`config.mk`:
```
export PLATFORM = sky130hd
export DESIGN_NAME = ysyx_24110026_wb_arbiter
export DESIGN_NICKNAME = d
export VERILOG_FILES = /design/src/rtl/ysyx_24110026_wb_arbiter.sv
export SDC_FILE = /design/constraint.sdc
export NUM_CORES = 1
export LEC_CHECK = 0
export ABC_AREA = 1
export CAP_MARGIN = 10
export CORE_ASPECT_RATIO = 0.5
export CORE_MARGIN = 2
export CORE_UTILIZATION = 47
export CTS_CLUSTER_SIZE = 40
export DETAILED_ROUTE_END_ITERATION = 6
export PLACE_DENSITY = 0.91
export RECOVER_POWER = 100
export SKIP_CTS_REPAIR_TIMING = 1
export SLEW_MARGIN = 15
export SYNTH_ARGS = -nofsm -noshare
export SYNTH_HDL_FRONTEND = slang
export SYNTH_SLANG_ARGS = --single-unit
```
`constraint.sdc`:
```
create_clock -name clk -period 1.7 [get_ports clk]
set_input_delay 0.255 -clock clk [delete_from_list [all_inputs] [get_ports clk]]
set_output_delay 0.255 -clock clk [all_outputs]
set_load 0.01 [all_outputs]
```
`src/rtl/ysyx_24110026_wb_arbiter.sv`:
```
// ysyx_24110026_wb_arbiter
//
// Writeback arbiter between the EXU and LSU result paths. It drives a single
// registered regfile write port, keeps a scoreboard of registers with an
// outstanding load, and reports read-after-write hazards for two source regs.
//
// Ports:
//   clk, rst                        clock, synchronous active-high reset
//   exu_valid/ready/waddr/wdata     EXU writeback request (valid/ready)
//   lsu_valid/ready/waddr/wdata     LSU writeback request (valid/ready)
//   rf_wen/rf_waddr/rf_wdata        registered regfile write port (1-cycle latency)
//   sb_set_valid/ready/addr         marks the rd of an issued load as busy
//   rs1_addr, rs2_addr, hazard      combinational hazard query
//
// Configuration:
//   YSYX_24110026_WBARB_RR_EN  defined   -> round-robin on conflict
//                              undefined -> LSU always wins a conflict
module ysyx_24110026_wb_arbiter (
    input  logic        clk,
    input  logic        rst,

    input  logic        exu_valid,
    output logic        exu_ready,
    input  logic [4:0]  exu_waddr,
    input  logic [31:0] exu_wdata,

    input  logic        lsu_valid,
    output logic        lsu_ready,
    input  logic [4:0]  lsu_waddr,
    input  logic [31:0] lsu_wdata,

    output logic        rf_wen,
    output logic [4:0]  rf_waddr,
    output logic [31:0] rf_wdata,

    input  logic        sb_set_valid,
    output logic        sb_set_ready,
    input  logic [4:0]  sb_set_addr,

    input  logic [4:0]  rs1_addr,
    input  logic [4:0]  rs2_addr,
    output logic        hazard
);

    logic [31:1] busy_q;
    logic [31:0] busy_vec;
    logic [31:0] busy_next;
    logic        exu_grant;
    logic        lsu_grant;
    logic        lsu_wins;
    logic        sb_set_fire;
    logic        rs1_hazard;
    logic        rs2_hazard;

    // x0 is hard-wired as never busy so the vector can be indexed by any address.
    assign busy_vec = {busy_q, 1'b0};

`ifdef YSYX_24110026_WBARB_RR_EN
    // Remembers whether the most recent grant went to the LSU. Reset to
    // "last was EXU" so the LSU wins the first conflict after reset.
    logic last_lsu_q;

    assign lsu_wins = !last_lsu_q;

    always_ff @(posedge clk) begin
        if (rst) begin
            last_lsu_q <= 1'b0;
        end else if (exu_grant || lsu_grant) begin
            last_lsu_q <= lsu_grant;
        end
    end
`else
    assign lsu_wins = 1'b1;
`endif

    // Each requester is ready unless the other one is also valid and holds
    // priority; at most one grant can therefore happen per cycle.
    always_comb begin
        exu_ready = !(lsu_valid && lsu_wins);
        lsu_ready = !(exu_valid && !lsu_wins);
    end

    assign exu_grant   = exu_valid && exu_ready;
    assign lsu_grant   = lsu_valid && lsu_ready;

    assign sb_set_ready = !busy_vec[sb_set_addr];
    assign sb_set_fire  = sb_set_valid && sb_set_ready && (sb_set_addr != 5'd0);

    // Registered regfile write. The address/data follow the granted requester;
    // a write to x0 still handshakes but never raises rf_wen.
    always_ff @(posedge clk) begin
        if (rst) begin
            rf_wen   <= 1'b0;
            rf_waddr <= 5'd0;
            rf_wdata <= 32'd0;
        end else begin
            rf_wen <= (exu_grant && (exu_waddr != 5'd0)) ||
                      (lsu_grant && (lsu_waddr != 5'd0));
            if (lsu_grant) begin
                rf_waddr <= lsu_waddr;
                rf_wdata <= lsu_wdata;
            end else if (exu_grant) begin
                rf_waddr <= exu_waddr;
                rf_wdata <= exu_wdata;
            end
        end
    end

    // Scoreboard next state: LSU writeback clears, load issue sets. The set is
    // applied after the clear so a same-cycle set/clear on one register keeps
    // the register busy (the newer load still owns it).
    always_comb begin
        busy_next = busy_vec;
        if (lsu_grant && (lsu_waddr != 5'd0)) begin
            busy_next[lsu_waddr] = 1'b0;
        end
        if (sb_set_fire) begin
            busy_next[sb_set_addr] = 1'b1;
        end
        busy_next[0] = 1'b0;
    end

    always_ff @(posedge clk) begin
        if (rst) begin
            busy_q <= 31'd0;
        end else begin
            busy_q <= busy_next[31:1];
        end
    end

    // A source register is hazardous while its load is outstanding, and also
    // for the one cycle in which its writeback sits in the rf output register
    // and is not yet visible in the regfile.
    always_comb begin
        rs1_hazard = (rs1_addr != 5'd0) &&
                     (busy_vec[rs1_addr] || (rf_wen && (rf_waddr == rs1_addr)));
        rs2_hazard = (rs2_addr != 5'd0) &&
                     (busy_vec[rs2_addr] || (rf_wen && (rf_waddr == rs2_addr)));
        hazard     = rs1_hazard || rs2_hazard;
    end

endmodule

```
==> qor.yml <==
grt-ovfl-total: 0
crit_path_start: "busy_q[30]"
r2r-end: "busy_q[26]"
cpMostUsedCell: "nand2_1"
cts_tree: "done"
fin_ws_ns: -0.196
ios: 136
cp_max_fo: 4
clockBufferDepth: 2
synth_fp_nets: 804
drive_above_1_share: 0.171
r2r_cells: 13
worstHoldPathCells: 2
antenna_found_initial: 0
skew_ns: 0.00772
hold_path.class: "flip-flop to flip-flop"
endpoint_kind: "output pin"
path_clk_slew_ns: 0.06
power_mw: 4.75
worstSetupStartpointType: "flip-flop"
tightest_slew_ns: 0.888
layout.cells.non_filler: 1026
drt-met1-wl_mm: 6.54
wl_met3_mm: 2.20
top_layer_used: "met4"
core_sq_mm: 0.00877
hold-worst-slack_ns: 0.518
critPathArrivalTime_ns: 1.64
r2r_slack_ns: -0.04
dieArea_sq_mm: 0.00990
violations: "negative setup slack"
syn_inst: 710
cts_buffers: 9
place_inst: 1000
netlist_area_sq_mm: 0.00427
crit_type: "flip-flop to output pin"
cts-root-buf: "clkbuf_16"
cts.sinks: 69
n_antenna_cell: 0
drv_cap: 0
drt_iter0_markers: 737
rsz0062_at_grt: "yes"
drtAntennaViolNets: 0
fin_crit_sh: 1.12
wl_per_cell_microns: 17.1
fill_cells: 554
hp-start: "busy_q[4]"
avgViaCountPerCell: 5.83
crit_path_max_incr_delay_ns: 0.37
critPathRequiredTime_ns: 1.44
num_rows: 24
wl_met2_mm: 8.18
drc: 0
post-dp-hpwl_mm: 12.0
avgSynthCellArea_sq_um: 6.01
ys_ff_latch: 69
hold_viol_final: 0
synth-seq-area-share: 0.324
setup_viol: 42
slew_headroom: 0.406
path_cells: "buf_6 -> o211ai_1 -> nand3_1 -> nand3_1 -> nand3_1 -> nand2_1 -> nand2_1 -> nand2_1 -> nand2_1 -> buf_2"
power_density_mw_per_mm2: 694
yosysWarnings: 0
vias: 5983
outcome: "finished, violations left"
synthToLayoutAreaGrowth_pct: 60.2
ys_types: 27
regToRegStartpoint: "busy_q[6]"
slew_viol_final: 0
power_leakage_nw: 3.36
grt_use_total: 0.323
fmax_mhz: 527
die_h_microns: 71.4
peakVddDrop_mv: 0.662
whs_endpoint: "busy_q[4]"
final.min_clock_period_ns: 1.90
numPortBuffers: 134
initial_core_util: 0.487
nNetsFinal: 998
worst_skew_pair.late_latency_ns: 0.33
grt_pass1_wl_mm: 25.9
crit_slowest_cell: "dfxtp_4"
htree_levels: 3
first_pass_iters: 6
finalWirelength_mm: 17.6
die_w_microns: 139
grt_max_degree: 38
grt_pass1_vias: 5411
gp_congestion: 1.04
==> per-layer routing <==
metal  up-vias  global-route usage
met5         -                   0
met4         0              0.0943
met3        94              0.0889
met2       441               0.558
met1      2723               0.403
li1       2725                   -
==> logic make-up (layout without fill, tap and decap cells) <==
family                    count (synthesis)  count (layout)  synth area share
and+or+nand+nor                         367             368             0.353
AOI/OAI and AO/OA                       141             141             0.200
buffers and inverters                   131             329             0.121
DFF                                      69              69             0.324
other                                     1               1          0.000879
xor gates and xnor gates                  1               1           0.00205
==> cell usage after synthesis (all sizes together) <==
cell type | number | area [sq um]
a31oi | 1 | 6.26
inv | 91 | 342
o22ai | 5 | 31.3
nand2 | 238 | 893
dfxtp | 69 | 1380
a221o | 1 | 10.0
a21oi | 46 | 230
clkinv | 1 | 3.75
conb | 1 | 3.75
xor2 | 1 | 8.76
clkbuf | 26 | 97.6
buf | 13 | 72.6
a211oi | 2 | 15.0
o41ai | 3 | 26.3
a221oi | 1 | 8.76
nor3 | 10 | 50.1
a22oi | 21 | 158
o211ai | 17 | 128
nand3 | 84 | 420
o21ai | 36 | 180
nor2 | 32 | 123
nand4 | 3 | 18.8
o31ai | 8 | 60.1
==> final cells by class <==
| cell class | instances | area, sq um | share of cell area |
|---|---|---|---|
| Clock buffer | 11 | 253 | 0.0370 |
| Clock inverter | 5 | 58.8 | 0.00860 |
| Inverter | 92 | 352 | 0.0514 |
| Multi-Input combinational cell | 511 | 2490 | 0.364 |
| Sequential cell | 69 | 1410 | 0.207 |
| Tap cell | 117 | 146 | 0.0214 |
| Timing Repair Buffer | 220 | 2120 | 0.310 |
| Timing Repair inverter | 1 | 7.51 | 0.00110 |
==> through the flow <==
step	utilization	setup TNS (ns)	setup slack, ns	cell area [sq um]
floorplan	-	0	0.179	4270
global placement	0.713	-34.72	-0.996	6250
detailed placement	0.713	-38.26	-1.10	6250
CTS	0.748	-23.62	-0.858	6560
global route	0.780	-7.13	-0.278	6840
finish	0.780	-1.72	-0.196	6840
==> worst max-delay path by stage <==
stage | to | slack [ns] | depth (start not counted)
after CTS | hazard | -0.86 | 12
after detailed placement | busy_q[24] | -1.10 | 11
final | hazard | -0.20 | 10
after global routing | hazard | -0.28 | 11
after floorplan | hazard | 0.18 | 11
after global placement | busy_q[27] | -1.0 | 11
==> critical path: cells and delay by family (launching register included) <==
family	cells	cell delay [ns]
simple gates	7	0.52
flops	1	0.37
buf+inv	2	0.25
compound gates	1	0.15
==> layout by cell type, fill, tap and decap left out, types with 3 or more instances in the layout <==
master and instances:
dlygate4sd3_1 35, nor3_2 4, inv_2 7, nor3_1 3
buf_6 7, dfxtp_2 17, dfxtp_1 49, nor2_1 30
nor3_4 3, buf_2 3, clkinvlp_4 4, nand4_1 3
nand2_1 237, o41ai_1 3, clkbuf_16 10, o22ai_1 5
a21oi_2 9, o21ai_0 32, buf_12 6, inv_1 83
dfxtp_4 3, nand3_1 84, clkdlybuf4s50_1 84, buf_4 67
a22oi_1 21, o211ai_1 17, a21oi_1 37, o31ai_1 8
dlymetal6s2s_1 13
==> report_power, final <==
part	internal [mW]	switching (mW)
sequential	1.68	0.0509
combinational	0.546	0.551
clock	1.21	0.700
==> flip-flops by register name, indices dropped and copies added, names as in the netlist <==
signal / flops
busy_q: 31
rf_waddr: 5
rf_wdata: 32
rf_wen: 1
Note: power is estimated with default switching activity, not from simulation.
